File: config.mk
export PLATFORM = sky130hd
export DESIGN_NAME = lsu_axi_master_flat
export DESIGN_NICKNAME = d
export VERILOG_FILES = /design/src/rtl/lsu_axi_master_pkg.sv /design/src/rtl/lsu_axi_master_if.sv /design/src/rtl/lsu_axi_master_lane_align.sv /design/src/rtl/lsu_axi_master.sv /design/src/flat_wrapper.sv
export SDC_FILE = /design/constraint.sdc
export NUM_CORES = 1
export LEC_CHECK = 0
export ABC_AREA = 0
export BUFFER_PORTS_ARGS = -buffer_cell sky130_fd_sc_hd__buf_2
export CAP_MARGIN = 25
export CORE_MARGIN = 10
export CORE_UTILIZATION = 51
export DETAILED_ROUTE_END_ITERATION = 10
export PLACE_DENSITY_LB_ADDON = 0.05
export SLEW_MARGIN = 20
export SYNTH_ARGS = -nofsm -noshare
export SYNTH_HDL_FRONTEND = slang
export SYNTH_SLANG_ARGS = --single-unit
File: constraint.sdc
create_clock -name clk -period 2.5 [get_ports clk]
set_clock_uncertainty 0.2 [all_clocks]
set_input_delay 0.5 -clock clk [delete_from_list [all_inputs] [get_ports clk]]
set_output_delay 0.5 -clock clk [all_outputs]
set_load 0.05 [all_outputs]
File: src/rtl/lsu_axi_master_pkg.sv
// Shared types for the LSU AXI-lite master: FSM states, access sizes, AXI response codes,
// bus widths and the small helpers used by the FSM and the lane aligner.
package lsu_axi_master_pkg;

    localparam int LSU_ADDR_W = 64;
    localparam int LSU_DATA_W = 64;
    localparam int LSU_STRB_W = LSU_DATA_W / 8;

    localparam logic [1:0] AXI_RESP_OKAY = 2'b00;

    typedef enum logic [2:0] {
        ST_IDLE  = 3'd0,
        ST_RD_A  = 3'd1,
        ST_RD_D  = 3'd2,
        ST_WR_AW = 3'd3,
        ST_WR_B  = 3'd4,
        ST_RSP   = 3'd5
    } state_e;

    typedef enum logic [1:0] {
        SZ_BYTE   = 2'd0,
        SZ_HALF   = 2'd1,
        SZ_WORD   = 2'd2,
        SZ_DOUBLE = 2'd3
    } size_e;

    // Request fields that the load return path still needs after accept.
    typedef struct packed {
        logic [2:0] off;
        logic [1:0] size;
        logic       uns;
    } req_cap_t;

    function automatic logic [7:0] size_mask(input logic [1:0] size);
        case (size)
            SZ_BYTE: return 8'h01;
            SZ_HALF: return 8'h03;
            SZ_WORD: return 8'h0F;
            default: return 8'hFF;
        endcase
    endfunction

    function automatic logic misaligned(input logic [2:0] off, input logic [1:0] size);
        case (size)
            SZ_BYTE: return 1'b0;
            SZ_HALF: return off[0];
            SZ_WORD: return |off[1:0];
            default: return |off;
        endcase
    endfunction

endpackage

File: src/rtl/lsu_axi_master_if.sv
// Pipeline request/response and single-beat AXI-lite channels of the LSU master port.
interface lsu_axi_master_if #(
    parameter int ADDR_W = 64,
    parameter int DATA_W = 64
);
    logic              req_valid;
    logic              req_ready;
    logic              req_wen;
    logic [ADDR_W-1:0] req_addr;
    logic [DATA_W-1:0] req_wdata;
    logic [1:0]        req_size;
    logic              req_unsigned;

    logic              rsp_valid;
    logic              rsp_ready;
    logic [DATA_W-1:0] rsp_rdata;
    logic              rsp_err;

    logic [ADDR_W-1:0]   ar_addr;
    logic                ar_valid;
    logic                ar_ready;
    logic [ADDR_W-1:0]   aw_addr;
    logic                aw_valid;
    logic                aw_ready;
    logic [DATA_W-1:0]   w_data;
    logic [DATA_W/8-1:0] w_strb;
    logic                w_valid;
    logic                w_ready;
    logic [1:0]          b_resp;
    logic                b_valid;
    logic                b_ready;
    logic [DATA_W-1:0]   r_data;
    logic [1:0]          r_resp;
    logic                r_valid;
    logic                r_ready;

    modport master (
        input  req_valid, req_wen, req_addr, req_wdata, req_size, req_unsigned, rsp_ready,
               ar_ready, aw_ready, w_ready, b_resp, b_valid, r_data, r_resp, r_valid,
        output req_ready, rsp_valid, rsp_rdata, rsp_err,
               ar_addr, ar_valid, aw_addr, aw_valid, w_data, w_strb, w_valid, b_ready, r_ready
    );

    modport slave (
        output req_valid, req_wen, req_addr, req_wdata, req_size, req_unsigned, rsp_ready,
               ar_ready, aw_ready, w_ready, b_resp, b_valid, r_data, r_resp, r_valid,
        input  req_ready, rsp_valid, rsp_rdata, rsp_err,
               ar_addr, ar_valid, aw_addr, aw_valid, w_data, w_strb, w_valid, b_ready, r_ready
    );

endinterface

File: src/rtl/lsu_axi_master_lane_align.sv
// Byte-lane aligner: store strobe/data placement and load extraction with sign/zero extension.
// Lanes pushed past byte 7 by an unaligned offset are simply dropped.
module lsu_lane_align
    import lsu_axi_master_pkg::*;
#(
    parameter int DATA_W = LSU_DATA_W
) (
    input  logic [2:0]          st_off,
    input  logic [1:0]          st_size,
    input  logic [DATA_W-1:0]   st_wdata,
    output logic [DATA_W/8-1:0] st_strb,
    output logic [DATA_W-1:0]   st_data,
    input  logic [2:0]          ld_off,
    input  logic [1:0]          ld_size,
    input  logic                ld_unsigned,
    input  logic [DATA_W-1:0]   ld_raw,
    output logic [DATA_W-1:0]   ld_data
);
    localparam int STRB_W = DATA_W / 8;

    logic [DATA_W-1:0] sh;

    assign st_strb = STRB_W'(size_mask(st_size) << st_off);
    assign st_data = st_wdata << {st_off, 3'b000};
    assign sh      = ld_raw >> {ld_off, 3'b000};

    always_comb begin
        ld_data = sh;
        case (ld_size)
            SZ_BYTE: ld_data = {{(DATA_W-8){~ld_unsigned & sh[7]}}, sh[7:0]};
            SZ_HALF: ld_data = {{(DATA_W-16){~ld_unsigned & sh[15]}}, sh[15:0]};
            SZ_WORD: ld_data = {{(DATA_W-32){~ld_unsigned & sh[31]}}, sh[31:0]};
            default: ld_data = sh;
        endcase
    end

endmodule

File: src/rtl/lsu_axi_master.sv
// LSU AXI-lite master: one blocking load/store at a time, single-beat AR/R or AW/W/B.
// Define LSU_MISALIGN_CHK_EN to fail misaligned requests at accept without any bus traffic.
module lsu_axi_master
    import lsu_axi_master_pkg::*;
#(
    parameter int ADDR_W = LSU_ADDR_W,
    parameter int DATA_W = LSU_DATA_W
) (
    input logic               clk,
    input logic               rst,
    lsu_axi_master_if.master  bus
);
    localparam int STRB_W = DATA_W / 8;

    state_e              state;
    req_cap_t            cap;
    logic [ADDR_W-1:0]   line_addr;
    logic [STRB_W-1:0]   st_strb;
    logic [DATA_W-1:0]   st_data;
    logic [DATA_W-1:0]   ld_data;
    logic                mis;
    logic                wr_done;

    assign line_addr = {bus.req_addr[ADDR_W-1:3], 3'b000};

`ifdef LSU_MISALIGN_CHK_EN
    assign mis = misaligned(bus.req_addr[2:0], bus.req_size);
`else
    assign mis = 1'b0;
`endif

    // AW and W retire independently; leave once neither is still pending.
    assign wr_done = (!bus.aw_valid || bus.aw_ready) && (!bus.w_valid || bus.w_ready);

    lsu_lane_align #(.DATA_W(DATA_W)) u_align (
        .st_off      (bus.req_addr[2:0]),
        .st_size     (bus.req_size),
        .st_wdata    (bus.req_wdata),
        .st_strb     (st_strb),
        .st_data     (st_data),
        .ld_off      (cap.off),
        .ld_size     (cap.size),
        .ld_unsigned (cap.uns),
        .ld_raw      (bus.r_data),
        .ld_data     (ld_data)
    );

    always_ff @(posedge clk or negedge rst) begin
        if (!rst) begin
            state         <= ST_IDLE;
            cap           <= '0;
            bus.req_ready <= 1'b1;
            bus.rsp_valid <= 1'b0;
            bus.rsp_rdata <= '0;
            bus.rsp_err   <= 1'b0;
            bus.ar_addr   <= '0;
            bus.ar_valid  <= 1'b0;
            bus.aw_addr   <= '0;
            bus.aw_valid  <= 1'b0;
            bus.w_data    <= '0;
            bus.w_strb    <= '0;
            bus.w_valid   <= 1'b0;
            bus.b_ready   <= 1'b0;
            bus.r_ready   <= 1'b0;
        end else begin
            case (state)
                ST_IDLE: begin
                    if (bus.req_valid) begin
                        bus.req_ready <= 1'b0;
                        cap <= '{off: bus.req_addr[2:0], size: bus.req_size, uns: bus.req_unsigned};
                        if (mis) begin
                            bus.rsp_valid <= 1'b1;
                            bus.rsp_err   <= 1'b1;
                            bus.rsp_rdata <= '0;
                            state         <= ST_RSP;
                        end else if (bus.req_wen) begin
                            bus.aw_addr  <= line_addr;
                            bus.aw_valid <= 1'b1;
                            bus.w_data   <= st_data;
                            bus.w_strb   <= st_strb;
                            bus.w_valid  <= 1'b1;
                            state        <= ST_WR_AW;
                        end else begin
                            bus.ar_addr  <= line_addr;
                            bus.ar_valid <= 1'b1;
                            state        <= ST_RD_A;
                        end
                    end
                end
                ST_RD_A: begin
                    if (bus.ar_ready) begin
                        bus.ar_valid <= 1'b0;
                        bus.r_ready  <= 1'b1;
                        state        <= ST_RD_D;
                    end
                end
                ST_RD_D: begin
                    if (bus.r_valid) begin
                        bus.r_ready   <= 1'b0;
                        bus.rsp_rdata <= ld_data;
                        bus.rsp_err   <= (bus.r_resp != AXI_RESP_OKAY);
                        bus.rsp_valid <= 1'b1;
                        state         <= ST_RSP;
                    end
                end
                ST_WR_AW: begin
                    if (bus.aw_ready) bus.aw_valid <= 1'b0;
                    if (bus.w_ready)  bus.w_valid  <= 1'b0;
                    if (wr_done) begin
                        bus.b_ready <= 1'b1;
                        state       <= ST_WR_B;
                    end
                end
                ST_WR_B: begin
                    if (bus.b_valid) begin
                        bus.b_ready   <= 1'b0;
                        bus.rsp_rdata <= '0;
                        bus.rsp_err   <= (bus.b_resp != AXI_RESP_OKAY);
                        bus.rsp_valid <= 1'b1;
                        state         <= ST_RSP;
                    end
                end
                ST_RSP: begin
                    if (bus.rsp_ready) begin
                        bus.rsp_valid <= 1'b0;
                        bus.req_ready <= 1'b1;
                        state         <= ST_IDLE;
                    end
                end
                default: begin
                    bus.req_ready <= 1'b1;
                    state         <= ST_IDLE;
                end
            endcase
        end
    end

endmodule

File: src/flat_wrapper.sv
// flat-port wrapper written by rule: the top's interface ports become plain ports
module lsu_axi_master_flat import lsu_axi_master_pkg::*;
#(
    parameter int ADDR_W = LSU_ADDR_W,
    parameter int DATA_W = LSU_DATA_W
)
  (clk, rst, bus_req_valid, bus_req_wen, bus_req_addr, bus_req_wdata, bus_req_size, bus_req_unsigned, bus_rsp_ready, bus_ar_ready, bus_aw_ready, bus_w_ready, bus_b_resp, bus_b_valid, bus_r_data, bus_r_resp, bus_r_valid, bus_req_ready, bus_rsp_valid, bus_rsp_rdata, bus_rsp_err, bus_ar_addr, bus_ar_valid, bus_aw_addr, bus_aw_valid, bus_w_data, bus_w_strb, bus_w_valid, bus_b_ready, bus_r_ready);
  lsu_axi_master_if #(.ADDR_W(ADDR_W), .DATA_W(DATA_W)) bus_i ();
  input logic clk;
  input logic rst;
  input wire logic [$bits(bus_i.req_valid)-1:0] bus_req_valid;
  input wire logic [$bits(bus_i.req_wen)-1:0] bus_req_wen;
  input wire logic [$bits(bus_i.req_addr)-1:0] bus_req_addr;
  input wire logic [$bits(bus_i.req_wdata)-1:0] bus_req_wdata;
  input wire logic [$bits(bus_i.req_size)-1:0] bus_req_size;
  input wire logic [$bits(bus_i.req_unsigned)-1:0] bus_req_unsigned;
  input wire logic [$bits(bus_i.rsp_ready)-1:0] bus_rsp_ready;
  input wire logic [$bits(bus_i.ar_ready)-1:0] bus_ar_ready;
  input wire logic [$bits(bus_i.aw_ready)-1:0] bus_aw_ready;
  input wire logic [$bits(bus_i.w_ready)-1:0] bus_w_ready;
  input wire logic [$bits(bus_i.b_resp)-1:0] bus_b_resp;
  input wire logic [$bits(bus_i.b_valid)-1:0] bus_b_valid;
  input wire logic [$bits(bus_i.r_data)-1:0] bus_r_data;
  input wire logic [$bits(bus_i.r_resp)-1:0] bus_r_resp;
  input wire logic [$bits(bus_i.r_valid)-1:0] bus_r_valid;
  output wire logic [$bits(bus_i.req_ready)-1:0] bus_req_ready;
  output wire logic [$bits(bus_i.rsp_valid)-1:0] bus_rsp_valid;
  output wire logic [$bits(bus_i.rsp_rdata)-1:0] bus_rsp_rdata;
  output wire logic [$bits(bus_i.rsp_err)-1:0] bus_rsp_err;
  output wire logic [$bits(bus_i.ar_addr)-1:0] bus_ar_addr;
  output wire logic [$bits(bus_i.ar_valid)-1:0] bus_ar_valid;
  output wire logic [$bits(bus_i.aw_addr)-1:0] bus_aw_addr;
  output wire logic [$bits(bus_i.aw_valid)-1:0] bus_aw_valid;
  output wire logic [$bits(bus_i.w_data)-1:0] bus_w_data;
  output wire logic [$bits(bus_i.w_strb)-1:0] bus_w_strb;
  output wire logic [$bits(bus_i.w_valid)-1:0] bus_w_valid;
  output wire logic [$bits(bus_i.b_ready)-1:0] bus_b_ready;
  output wire logic [$bits(bus_i.r_ready)-1:0] bus_r_ready;
  assign bus_i.req_valid = bus_req_valid;
  assign bus_i.req_wen = bus_req_wen;
  assign bus_i.req_addr = bus_req_addr;
  assign bus_i.req_wdata = bus_req_wdata;
  assign bus_i.req_size = bus_req_size;
  assign bus_i.req_unsigned = bus_req_unsigned;
  assign bus_i.rsp_ready = bus_rsp_ready;
  assign bus_i.ar_ready = bus_ar_ready;
  assign bus_i.aw_ready = bus_aw_ready;
  assign bus_i.w_ready = bus_w_ready;
  assign bus_i.b_resp = bus_b_resp;
  assign bus_i.b_valid = bus_b_valid;
  assign bus_i.r_data = bus_r_data;
  assign bus_i.r_resp = bus_r_resp;
  assign bus_i.r_valid = bus_r_valid;
  assign bus_req_ready = bus_i.req_ready;
  assign bus_rsp_valid = bus_i.rsp_valid;
  assign bus_rsp_rdata = bus_i.rsp_rdata;
  assign bus_rsp_err = bus_i.rsp_err;
  assign bus_ar_addr = bus_i.ar_addr;
  assign bus_ar_valid = bus_i.ar_valid;
  assign bus_aw_addr = bus_i.aw_addr;
  assign bus_aw_valid = bus_i.aw_valid;
  assign bus_w_data = bus_i.w_data;
  assign bus_w_strb = bus_i.w_strb;
  assign bus_w_valid = bus_i.w_valid;
  assign bus_b_ready = bus_i.b_ready;
  assign bus_r_ready = bus_i.r_ready;
  lsu_axi_master #(.ADDR_W(ADDR_W), .DATA_W(DATA_W)) u_core (.clk(clk), .rst(rst), .bus(bus_i));
endmodule
==> results of run 1 <==
-- synthesized netlist by cell type, drive strengths merged, types with 5 or more instances --
| master | n |
|---|---|
| a211oi | 22 |
| a21oi | 60 |
| a221oi | 9 |
| a22o | 25 |
| a22oi | 21 |
| buf | 48 |
| clkbuf | 57 |
| dfrtp | 274 |
| inv | 19 |
| mux2 | 140 |
| mux2i | 62 |
| mux4 | 51 |
| nand2 | 121 |
| nor2 | 53 |
| nor2b | 13 |
| nor3 | 5 |
| o211ai | 13 |
| o21ai | 132 |
| o22ai | 6 |
| o2bb2ai | 6 |
| o31ai | 13 |
-- cell usage in the layout (no fill, tap or decap), types with 6 or more instances in the layout --
cell | synthesis | final
mux2i_1 | 61 | 61
o2bb2ai_1 | 6 | 6
a221oi_1 | 8 | 8
diode_2 | 0 | 8
o31ai_2 | 7 | 7
inv_1 | 18 | 18
buf_4 | 6 | 56
clkinv_2 | 0 | 6
a21oi_1 | 60 | 60
a22o_1 | 25 | 25
buf_12 | 0 | 10
o21ai_1 | 11 | 11
nand2_1 | 121 | 121
o31ai_1 | 6 | 6
a211oi_1 | 20 | 20
clkbuf_1 | 57 | 7
conb_1 | 1 | 6
o21ai_0 | 98 | 98
a22oi_1 | 21 | 21
mux4_2 | 51 | 51
dfrtp_1 | 274 | 272
buf_2 | 25 | 472
nor2b_1 | 13 | 13
o22ai_1 | 6 | 6
dlygate4sd3_1 | 0 | 61
nor2_1 | 53 | 53
o21ai_2 | 23 | 23
clkbuf_16 | 0 | 31
mux2_2 | 139 | 139
o211ai_1 | 13 | 13
-- cell families (layout without fill, tap and decap cells) --
family | count (synthesis) | in the layout | synth area share [%]
mux | 253 | 253 | 23.95
compound gates | 332 | 332 | 16.14
other cells | 1 | 14 | 0.02678
simple gates | 216 | 216 | 6.621
buf+inv | 125 | 673 | 4.110
flops | 275 | 275 | 49.16
-- state kept, by name, indices dropped and copies added, names as in the netlist, 3 cells and up --
signal,flops
u_core.bus.ar_addr,61
u_core.bus.aw_addr,61
u_core.bus.rsp_rdata,64
u_core.bus.w_data,64
u_core.bus.w_strb,8
u_core.cap,6
u_core.state,3
-- layout make-up --
class,instances,area share (%)
sequential,275,37.02
multi-input combinational,807,35.42
timing repair buffer,601,19.46
clock buffer,42,4.608
tap,341,2.294
clock inverter,10,0.6862
inverter,20,0.4036
antenna,8,0.1076
-- final timing paths --
kind | from | to | slack [ns]
min in group asynchronous | rst | u_core.bus.w_data[44] | 0.27
worst max register to register | u_core.cap[5] | u_core.bus.rsp_rdata[63] | 0.17
worst min-delay path | bus_req_addr[53] | u_core.bus.aw_addr[53] | 0.01
worst max-delay path | u_core.cap[5] | u_core.bus.rsp_rdata[63] | 0.17
worst min register to register | u_core.bus.w_data[40] | u_core.bus.w_data[40] | 0.27
max in group asynchronous | rst | u_core.bus.aw_addr[31] | 1.06
-- critical path: cells and delay by family, from the launching register on --
kind | cells | cell delay (ns)
buf+inv | 3 | 0.70
compound gates | 3 | 0.56
flops | 1 | 0.51
simple gates | 1 | 0.22
-- power groups by stage --
| stage | logic, uW | clock network [uW] | registers [uW] |
|---|---|---|---|
| floorplan | 5360 | 0 | 14500 |
| global placement | 16600 | 0 | 7700 |
| detailed placement | 16800 | 0 | 7770 |
| CTS | 16900 | 4530 | 7730 |
| global route | 17600 | 4720 | 8020 |
| finish | 16800 | 4470 | 7770 |
-- per-layer routing --
layer	wire, um	global-route usage (%)	vias up
met5	7	0	-
met4	2023	10.67	2
met3	4347	7.643	109
met2	24400	46.67	535
met1	18420	32.74	5938
li1	-	-	5493
-- what timing repair did --
action | in CTS | in global routing
gates resized for setup | 0 | 1
setup endpoints to repair | 0 | 2
endpoints found under the hold margin | 155 | 0
hold buffers | 61 | 0
-- per-stage QoR --
stage	instances	utilization, %	power [uW]	worst slack (ns)	cell area (um^2)
after global routing	2097	68.95	30390	0.01954	18580
after detailed placement	1983	63.00	24530	0.09442	16980
final	2104	69.01	29020	0.1674	18600
after floorplan	1207	-	19850	0.3264	14020
after global placement	1983	63.00	24330	0.1088	16980
after CTS	2096	68.92	29120	0.1370	18580
==> qor.yml, run 1 <==
power_frac_comb_pct: 57.8
synthCells: 1202
syn_area_per_cell_um2: 11.65
post_cts_buffers: 0
cts_tree: "yes"
routabilityCongestion: 0.9195
r2r.worst_path.cells: 7
clock_latency_ns: 0.55
wl_per_cell_um: 23.38
grt_overflow: 0
clock_power_share_pct: 15.4
hold_ws_ns: 0.01344
cts_buffers: 30
grt_pass1_vias: 12700
irDropWorstVdd_mv: 1.012
area_growth_pct: 32.83
cp-start-kind: "flip-flop"
synth_ff_type: "dfrtp_1"
port_buffers: 474
post-route-min-period_ns: 2.333
ios: 481
rows: 60
required_ns: 2.70
fmax_mhz: 428.7
p_leak_uw: 0.008941
synth_seq_cells: 275
swShare_pct: 52.23
viasPerCell: 5.740
first_pass_iters: 6
cp_slowest_stage_delay_ns: 0.51
crit_top_cell: "buf_4"
worst_pin_slew_ns: 0.7759
p_int_uw: 13860
drt_iter0_drc: 818
worst_ep_arrival_time_ns: 2.54
power_switching_uw: 15160
ys_seq_area_share_pct: 49.16
clk_pin_slew_ns: 0.06
hpwl_um: 37010
multi_input_area_um2: 6588
vias: 12080
core_area_um2: 26950
setup_viol: 0
crit_chain: "buf_4 -> inv_1 -> nor3_1 -> a211oi_2 -> a311oi_4 -> buf_4 -> o31ai_1"
p_seq_share_pct: 26.8
finalHoldViolCount: 0
crit_path_end_kind: "flip-flop"
drc_errors: 0
ys_warn_count: 0
yosysTopAreaCell: "dfrtp_1"
ff_latch_area_um2: 6885
rsz0062_at_grt: "no"
critPathSlowestCell: "dfrtp_1"
fin_crit_sh_pct: 93.31
final_layout_size_suffix_gt1_share_pct: 47.01
critPathKind: "flip-flop to flip-flop"
initial_core_util_pct: 51.95
h-tree-depth: 1
totalWireLength_um: 49190
cp_max_fo: 21
die_y_um: 185.7
cts-root-buf: "clkbuf_16"
final_nets: 1944
fin_tns_setup_ns: 0
maxSlewViolCount: 0
cts_sinks: 275
status: "finished clean"
syn_area_um2: 14000
synth_edf_count: 0
min_path_type: "input port to flip-flop"
grt_first_pass_wirelength_um: 73940
antenna_found_initial: 6
min_path_cells: 2
grt_usage_pct: 27.59
die_width_um: 185.7
clockBufferDepth: 3
yosysTopAreaCellShare_pct: 48.97
grt_start_max_net_pins: 70
n_fill_cell: 2082
yosys-top-cells-area: "dfrtp_1 49%, mux2_2 11%, mux4_2 8.2%"
ant_nets: 0
ys_types: 62
relSlewSlack_pct: 48.27
ys_async_sr_fraction_pct: 100.0
dieArea_um2: 34480
maxCapViolations: 0
power.density_nw_per_um2: 1560
No activity file was read; power rests on OpenSTA's default activity.
==> run 2, diff against run 1 <==
- BUFFER_PORTS_ARGS: -buffer_cell sky130_fd_sc_hd__buf_2 -> -buffer_cell sky130_fd_sc_hd__clkbuf_2
- RECOVER_POWER: not set -> 25
- SETUP_SLACK_MARGIN: not set -> 0.2
==> run 2 against run 1 <==
  * Maximum frequency up 0.13%
  * Power up 3.2%
  * Count of clock-buffer cells in the layout increased by 4
  * First-iteration DRC count decreased by 11%
  * Non-clock buffer count is 21 higher
  * Critical path depth is the same
  * Register-to-register slack is essentially flat
  * Die area unchanged
  * Sequential power grew 0.8%
  * Critical path type unchanged
  * Largest power group unchanged
==> qor.yml, run 2 (synthesized netlist as in run 1, its figures left out) <==
core_area_um2: 26950  # unchanged
grtUsageMet2_pct: 47.47  # +0.80 points
initial_core_util_pct: 51.95  # unchanged
cts-root-buf: "clkbuf_16"
viasPerCell: 5.775  # +0.62%
post-route-min-period_ns: 2.330  # -0.002936 ns
fmax_mhz: 429.2  # +0.13%
critPathKind: "flip-flop to flip-flop"
fin_tns_setup_ns: 0  # unchanged
first_pass_iters: 5  # -1
finalNonFillerCells: 2120  # +0.76%
ff_latch_area_um2: 6888  # about the same
wl_per_cell_um: 23.57  # +0.83%
die_y_um: 185.7  # unchanged
final_common_cell: "clkbuf_2"
final_nets: 1965  # +1.1%
regToRegEndpoint: "u_core.bus.rsp_rdata[20]"
cts_sinks: 275  # unchanged
min_path_type: "input port to flip-flop"
relSlewSlack_pct: 1.005  # -47 points
worst_ep_arrival_time_ns: 2.56  # +0.02 ns
routabilityCongestion: 0.9493  # +3.2%
cp_max_fo: 22  # +4.8%
die_width_um: 185.7  # unchanged
setup_viol: 0  # unchanged
final_layout_size_suffix_gt1_share_pct: 48.34  # +1.3 points
critPathSlowestCell: "mux4_2"
grt_overflow: 0  # unchanged
h-tree-depth: 1  # unchanged
fin_crit_sh_pct: 93.19  # -0.12 points
worst_slack_ns: 0.1703  # +0.002936 ns
grt_usage_pct: 27.85  # +0.26 points
cts_buffers: 30  # unchanged
grt_pass1_vias: 12760  # +0.48%
grt_start_max_net_pins: 70  # unchanged
clock_latency_ns: 0.56  # about the same
crit_chain: "buf_12 -> buf_6 -> mux4_2 -> a22oi_1 -> nor2_1 -> a21oi_1 -> o21ai_1"
timing.rr.start: "u_core.cap[3]"
antenna_found_initial: 0  # -6
clockBufferDepth: 3  # unchanged
min_from: "bus_b_resp[0]"
cts_tree: "yes"
worst_pin_slew_ns: 1.485  # +0.7090 ns
drc_errors: 0  # unchanged
rows: 60  # unchanged
dieArea_um2: 34480  # unchanged
crit_path_end_kind: "flip-flop"
totalWireLength_um: 49970  # +1.6%
clk_pin_slew_ns: 0.06  # about the same
cp-start-kind: "flip-flop"
ios: 481  # unchanged
grt_first_pass_wirelength_um: 74820  # +1.2%
required_ns: 2.73  # +0.03 ns
final_cell_mix: "475 x clkbuf_2, 270 x dfrtp_1, 138 x mux2_2"
maxCapViolations: 0  # unchanged
vias: 12240  # +1.4%
post-place-cells: 1985  # +0.10%
finalHoldViolCount: 0  # unchanged
reg.largest.list: "u_core.bus.rsp_rdata (64), u_core.bus.w_data (64)"
p_total_uw: 29950  # +3.2%
cp_slowest_stage_delay_ns: 0.53  # +0.02 ns
multi_input_area_um2: 6698  # +1.7%
irDropWorstVdd_mv: 1.339  # +32%
min_path_cells: 3  # +1
drt_iter0_drc: 725  # -11%
busiest_layer: "met2"
stdcell_area_um2: 18990  # +2.1%
hpwl_um: 36900  # -0.28%
area_growth_pct: 35.64
antennaDiodeCount: 0  # -8
rsz0062_at_grt: "yes"
hold-path-endpoint: "u_core.bus.rsp_err"
r2r.worst_path.cells: 7  # unchanged
maxSlewViolCount: 0  # unchanged
place_ws_ns: -0.002319  # -0.09674 ns
grt.met1_usage_pct: 32.81  # +0.067 points
n_fill_cell: 2018  # -3.1%
status: "finished clean"
ant_nets: 0  # unchanged
rrSetupSlack_ns: 0.17  # about the same
power.density_nw_per_um2: 1577  # +1.1%
dpl_cell_area_um2: 16980  # about the same
port_buffers: 474  # unchanged
p_leak_uw: 0.009105  # +1.8%
use_met3_pct: 8.013  # +0.37 points
## run 2: changes by cell type in the layout (fill, tap and decap cells not counted), sizes merged
cell	before	now
clkbuf	42	523
buf	540	80
diode	8	0
dlygate4sd3	61	65
bufinv	3	2
clkinvlp	1	2
inv	19	18
## run 2: worst max-delay path by stage
stage	startpoint	endpoint	slack, ns	cells past startpoint
2_1_floorplan	u_core.cap[5]	u_core.bus.rsp_rdata[56]	0.33	7
4_1_cts	u_core.cap[3]	u_core.bus.rsp_rdata[63]	0.22	8
5_1_grt	rst	u_core.bus.ar_addr[58]	0.13	3
6_report	u_core.cap[3]	u_core.bus.rsp_rdata[20]	0.17	7
3_3_place_gp	bus_r_data[63]	u_core.bus.rsp_rdata[63]	0.08	7
3_5_place_dp	bus_r_data[63]	u_core.bus.rsp_rdata[63]	-0.002	7
## run 2: critical path, delay by kind of cell (launching register included)
| kind | cells | cell delay [ns] |
|---|---|---|
| compound gates | 3 | 0.56 |
| mux | 1 | 0.53 |
| buf+inv | 2 | 0.42 |
| flops | 1 | 0.40 |
| simple gates | 1 | 0.10 |
## run 2: layout make-up
class	count	share of cell area, %
Clock inverter	9	0.6456
Timing Repair Buffer	622	20.31
Multi-Input combinational cell	807	35.27
Clock buffer	46	4.849
Tap cell	341	2.247
Sequential cell	275	36.27
Inverter	20	0.4150
## run 2: timing repair
| action | in CTS | in global routing |
|---|---|---|
| gates resized for setup | 5 | 34 |
| gates cloned | 0 | 2 |
| buffers inserted | 6 | 7 |
| endpoints found under the setup margin | 40 | 48 |
| endpoints found under the hold margin | 164 | 0 |
| hold buffers | 65 | 0 |
| pin swaps | 2 | 13 |
## run 2: layer usage
metal | routed length, um | vias to the layer above | share of wire, %
met4 | 1964 | 0 | 3.9
met2 | 24960 | 572 | 50
met5 | 0 | - | 0
met3 | 4648 | 114 | 9.3
li1 | - | 5534 | -
met1 | 18400 | 6024 | 37
## run 2: report_power, final
group          switching (uW)  internal [uW]  leakage, uW
Clock                    1860           2740     0.000514
Combinational           12400           5080      0.00517
Sequential               1310           6520      0.00342
## run 2: through the flow
| stage | util, % | hold slack, ns |
|---|---|---|
| 2_1_floorplan | - | 0.004409 |
| 5_1_grt | 70.47 | 0.02567 |
| 3_3_place_gp | 63.01 | 0.2395 |
| 4_1_cts | 69.59 | 0.005549 |
| 6_report | 70.47 | 0.03016 |
| 3_5_place_dp | 63.01 | 0.2451 |
